<file path="config.mk">
export PLATFORM = sky130hd
export DESIGN_NAME = spirometer_control
export DESIGN_NICKNAME = d
export VERILOG_FILES = /design/src/rtl/spirometer_control.sv
export SDC_FILE = /design/constraint.sdc
export NUM_CORES = 1
export LEC_CHECK = 0
export BUFFER_PORTS_ARGS = -buffer_cell sky130_fd_sc_hd__buf_2
export CORE_MARGIN = 2
export CORE_UTILIZATION = 50
export DETAILED_ROUTE_END_ITERATION = 16
export GPL_TIMING_DRIVEN = 0
export PLACE_DENSITY = 0.75
export SLEW_MARGIN = 30
export SYNTH_ARGS = -nofsm -noshare
export SYNTH_HDL_FRONTEND = slang
export SYNTH_SLANG_ARGS = --single-unit
</file>
<file path="constraint.sdc">
create_clock -name iClk -period 5.6 [get_ports iClk]
set_clock_uncertainty 0.1 [all_clocks]
set_input_delay 0.56 -clock iClk [delete_from_list [all_inputs] [get_ports iClk]]
set_output_delay 0.56 -clock iClk [all_outputs]
set_load 0.02 [all_outputs]
</file>
<file path="src/rtl/spirometer_control.sv">
// Spirometer measurement sequencer: waits for a blow, gates the flow accumulator,
// detects end of exhalation (silence or sample limit) and latches the final volume.
module spirometer_control #(
   parameter logic [7:0]  UMBRAL_INICIO = 8'd10,
   parameter logic [7:0]  UMBRAL_FIN    = 8'd5,
   parameter logic [3:0]  N_SILENCIO    = 4'd8,
   parameter logic [9:0]  MAX_MUESTRAS  = 10'd600,
   parameter logic [11:0] MAX_ESPERA    = 12'd2000
) (
   input  logic        iClk,
   input  logic        iReset,
   input  logic        iStart,
   input  logic        iAbort,
   input  logic        iDatoValido,
   input  logic [7:0]  ivDatos,
   input  logic [13:0] ivVolumen,
   output logic        oCE,
   output logic [1:0]  ovStateMachine,
   output logic [9:0]  ovMuestras,
   output logic [13:0] ovVolumenFinal,
   output logic        oListo,
   output logic        oTimeout,
   output logic        oError
);

   typedef enum logic [1:0] {
      ST_IDLE   = 2'b00,
      ST_ESPERA = 2'b01,
      ST_MEDIR  = 2'b10,
      ST_FIN    = 2'b11
   } state_t;

   state_t      state_q;
   logic [9:0]  muestras_q, muestras_d;
   logic [3:0]  sil_q, sil_d;
   logic [11:0] espera_q, espera_d;
   logic [13:0] vol_q;
   logic        listo_q, timeout_q, error_q;
   logic        cap_pend_q;

   // Candidate counter values for the sample being presented this cycle
   always_comb begin
      muestras_d = muestras_q;
      sil_d      = sil_q;
      espera_d   = espera_q + 12'd1;
      if (muestras_q >= MAX_MUESTRAS) begin
         muestras_d = MAX_MUESTRAS;
      end else begin
         muestras_d = muestras_q + 10'd1;
      end
      if (ivDatos < UMBRAL_FIN) begin
         sil_d = sil_q + 4'd1;
      end else begin
         sil_d = 4'd0;
      end
   end

   // Measurement FSM with all status outputs registered alongside the state
   always_ff @(posedge iClk or negedge iReset) begin
      if (!iReset) begin
         state_q    <= ST_IDLE;
         muestras_q <= 10'd0;
         sil_q      <= 4'd0;
         espera_q   <= 12'd0;
         vol_q      <= 14'd0;
         listo_q    <= 1'b0;
         timeout_q  <= 1'b0;
         error_q    <= 1'b0;
         cap_pend_q <= 1'b0;
      end else if (iAbort) begin
         state_q    <= ST_IDLE;
         listo_q    <= 1'b0;
         cap_pend_q <= 1'b0;
      end else begin
         case (state_q)
            ST_IDLE: begin
               if (iStart) begin
                  state_q    <= ST_ESPERA;
                  muestras_q <= 10'd0;
                  sil_q      <= 4'd0;
                  espera_q   <= 12'd0;
                  timeout_q  <= 1'b0;
                  error_q    <= 1'b0;
               end else begin
                  state_q <= ST_IDLE;
               end
            end
            ST_ESPERA: begin
               if (!iDatoValido) begin
                  state_q <= ST_ESPERA;
               end else if (ivDatos >= UMBRAL_INICIO) begin
                  state_q <= ST_MEDIR;
               end else if (espera_d == MAX_ESPERA) begin
                  espera_q <= espera_d;
                  error_q  <= 1'b1;
                  state_q  <= ST_IDLE;
               end else begin
                  espera_q <= espera_d;
               end
            end
            ST_MEDIR: begin
               if (iDatoValido) begin
                  muestras_q <= muestras_d;
                  sil_q      <= sil_d;
                  // Silence is tested first so it wins a tie with the sample limit
                  if (sil_d == N_SILENCIO) begin
                     state_q    <= ST_FIN;
                     timeout_q  <= 1'b0;
                     listo_q    <= 1'b1;
                     cap_pend_q <= 1'b1;
                  end else if (muestras_d == MAX_MUESTRAS) begin
                     state_q    <= ST_FIN;
                     timeout_q  <= 1'b1;
                     listo_q    <= 1'b1;
                     cap_pend_q <= 1'b1;
                  end else begin
                     state_q <= ST_MEDIR;
                  end
               end else begin
                  state_q <= ST_MEDIR;
               end
            end
            ST_FIN: begin
               // Accumulator output lags one cycle, so capture after the first FIN cycle
               cap_pend_q <= 1'b0;
               if (cap_pend_q) begin
                  vol_q <= ivVolumen;
               end else begin
                  vol_q <= vol_q;
               end
               if (iStart) begin
                  state_q <= ST_IDLE;
                  listo_q <= 1'b0;
               end else begin
                  state_q <= ST_FIN;
               end
            end
            default: begin
               state_q    <= ST_IDLE;
               listo_q    <= 1'b0;
               cap_pend_q <= 1'b0;
            end
         endcase
      end
   end

   assign oCE            = iDatoValido & (state_q == ST_MEDIR);
   assign ovStateMachine = state_q;
   assign ovMuestras     = muestras_q;
   assign ovVolumenFinal = vol_q;
   assign oListo         = listo_q;
   assign oTimeout       = timeout_q;
   assign oError         = error_q;

endmodule

</file>
==> key figures <==
Power and ir drop
  • Leakage: 1.40 nW
  • Peak supply drop: 0.123 mV
  • Total Power: between 0.0006 and 0.0007 W
  • Pwr Density: 211 nW/um^2

Global routing
  • Vias in the first global route: 1955
  • Gr usage total: a little over a fifth
  • Initial antenna violation count: 0
  • Gr ovfl total: 0
  • Largest net degree at the start of global routing: between 40 and 50
  • First-pass GRT wire length: just over 9000 um

Floorplan
  • Core Region: approximately 4800 um^2
  • Die width: 74.4 um
  • Vert. Die Dim: between 70 and 80 um
  • Core Rows: 25
  • IO Pins: 57
  • Starting Density: around 52%
  • Die ar.: between 5000 and 6000 um^2

Synth
  • Cells after synthesis: 261
  • Sequential share of the synthesized area: 46.4%
  • Synthesized flop and latch total: between 40 and 50
  • Simple-Gate Fraction of Synth Area: between 10% and 20%
  • Area of the mapped netlist: around 2500 um^2
  • Distinct cells, synth: 47
  • Adder-cell share of the synthesized area: 2.02%
  • Mapped Nets: ~290
  • Largest family of logic cells by synthesized area: compound AO/OA/AOI/OAI gates
  • Compound-Gate Fraction of Synth Area: 20.1%
  • Avg Cell Area, Syn: between 9 and 10 um^2
  • Mux cell area share after synthesis: about 7.6%
  • Ys async rst share: between 90% and 100%
  • Primary FF master, synth: dfrtp_1
  • Yosys warning count: 0
  • EDFF count, synth: 0
  • Post-Synth XOR/XNOR Area: roughly 1.8%

Clock tree
  • CTS tree: built
  • Deepest clock path buffer count: 2
  • Post-CTS Setup Inserts: 0
  • Clock Tree Root: clkbuf_8
  • Htree depth: 2
  • Cts hold-fix bufs: 0
  • CTS Buf Count: 5
  • Post_cts resized: 0
  • Clock Sinks: 46
  • Clock-pin slew on the worst setup and hold paths: 0.09 ns
  • Latest clock arrival within the worst-skew pair: 0.31 ns

STA
  • Setup violation total in the final timing report: 0
  • Max-slew headroom: 45.9%
  • Min Tclk post-route: about 2.6 ns
  • Hold Vio Cnt, Final: 0
  • Tcrit/Tclk final: about 47%
  • RSZ-0062 raised after global routing: false
  • Slew Viols, Final: 0
  • Hold slack final: ~0.14 ns
  • Worst slew pin tran: 0.805 ns
  • Setup TNS: 0 ns
  • Fmax achieved: 380 MHz

Route
  • Routed wire length: approximately 5500 um
  • DRC Markers: 0
  • Final ANT Viol Nets: 0
  • Avg WL per Cell: 14.0 um
  • Via count: around 2200
  • DR pass1 iterations: 5
  • Iter 0 DRT Violations: approximately 110
  • Vias per cell: between 5 and 6

Outcome
  • Status: completed

Placement
  • I/O Buffers: between 50 and 60
  • Global placer's final weighted congestion: ~0.88
  • Post-DP HPWL: between 3000 and 4000 um

Worst setup path
  • Worst EP required: 5.74 ns
  • Worst-path maximum fanout: 8
  • Crit path kind: reg -> reg
  • Crit path launch type: flop
  • Crit. End Element: flop
  • Arrival time at the worst endpoint: roughly 2.8 ns

Min path
  • Tightest Hold Check Type: in -> async

Final layout
  • Util after Layout: 61.7%
  • Layout area overhead: 18.2%
  • Layout cells sized above 1: 27.2%
  • Nets: about 350
  • Ant. Diodes: 0

Job
  • Max cap viols: 0
-- worst paths after layout --
path                                from                end  slack (ns)  cells after the start
setup / recovery           ovMuestras[1]  ovStateMachine[0]        2.97                      7
min in group iClk           ivVolumen[8]  ovVolumenFinal[8]        0.38                      2
hold / removal                    iReset           sil_q[3]        0.14                      1
max in group asynchronous         iReset        espera_q[3]        4.87                      1
hold reg to reg             espera_q[11]       espera_q[11]        0.38                      1
setup reg to reg           ovMuestras[1]  ovStateMachine[0]        2.97                      7
-- kinds of logic after synthesis --
group                    count (synthesis)
AO/OA/AOI/OAI                           80
multiplexers                            17
adder cells (fa/ha/maj)                  4
AND/OR/NAND/NOR                         94
XOR/XNOR                                 5
flip-flops                              46
buffers and inverters                   15
-- layout by cell type, fill, tap and decap left out, types with 5 or more instances in the layout --
cell type / n
dfrtp_1: 46
clkbuf_8: 5
nor3_1: 8
nand2_1: 29
inv_1: 6
buf_2: 55
clkbuf_1: 7
a31oi_1: 6
nand3_1: 9
o21ai_0: 36
and3_1: 6
mux2_2: 15
a21oi_1: 10
nor2_1: 21
-- worst max-delay path: stages (launching register included) --
cell	delay, ns
dfrtp_1	0.49
ha_1	0.34
and3_1	0.25
and3_2	0.24
a31oi_1	0.10
or4b_4	0.59
a311o_1	0.40
o21ai_2	0.06
-- cells in the mapped netlist (all sizes together), types with 3 or more instances --
library cell	instances	area, um^2
ha	4	50.1
xnor2	3	26.3
a22o	4	35.0
nor4	3	31.3
clkbuf	7	26.3
and3	7	45.1
o21ai	37	189
dfrtp	46	1150
nor2	22	85.1
nor3	8	40.0
o41ai	4	35.0
a21oi	10	50.1
o21a	4	30.0
nand2	29	109
nand3	9	45.0
a22oi	3	22.5
a31oi	6	37.5
inv	6	22.5
mux2	15	169
-- sequential cells by signal, summed over array words and instances (netlist names) --
| name | cells |
|---|---|
| ovMuestras | 10 |
| ovStateMachine | 2 |
| oTimeout | 1 |
| cap_pend_q | 1 |
| espera_q | 12 |
| sil_q | 4 |
| oError | 1 |
| ovVolumenFinal | 14 |
| oListo | 1 |
-- routing by layer --
layer	track usage, %	part of all wire (%)	routed length (um)	vias up
met5	0	0	0	-
li1	-	-	-	1086
met2	31.3	45	2430	72
met4	6.75	1.7	93	0
met3	4.47	4.3	235	7
met1	30.8	49	2690	1077
-- final cells by class --
type | count | area, um^2
Fill cell | 452 | 1820
Sequential cell | 46 | 1150
Timing Repair Buffer | 54 | 273
Tap cell | 67 | 83.8
Clock buffer | 5 | 68.8
Inverter | 6 | 22.5
Multi-Input combinational cell | 200 | 1270
Buffer | 9 | 36.3
Clock inverter | 3 | 25.0
-- stage by stage --
step           std cells  worst slack, ns  area (um^2)
3_3_place_gp         382             3.04         2840
5_1_grt              390             2.83         2930
3_5_place_dp         382             3.03         2840
6_report             390             2.97         2930
4_1_cts              390             3.01         2930
2_1_floorplan        261             3.12         2480
-- report_power, final --
group          switching [W]  leakage, nW  internal [W]
clock               0.000126       0.0447     0.0000903
sequential        0.00000601        0.640      0.000337
combinational      0.0000378        0.718     0.0000214
No activity file was read; power rests on OpenSTA's default activity.
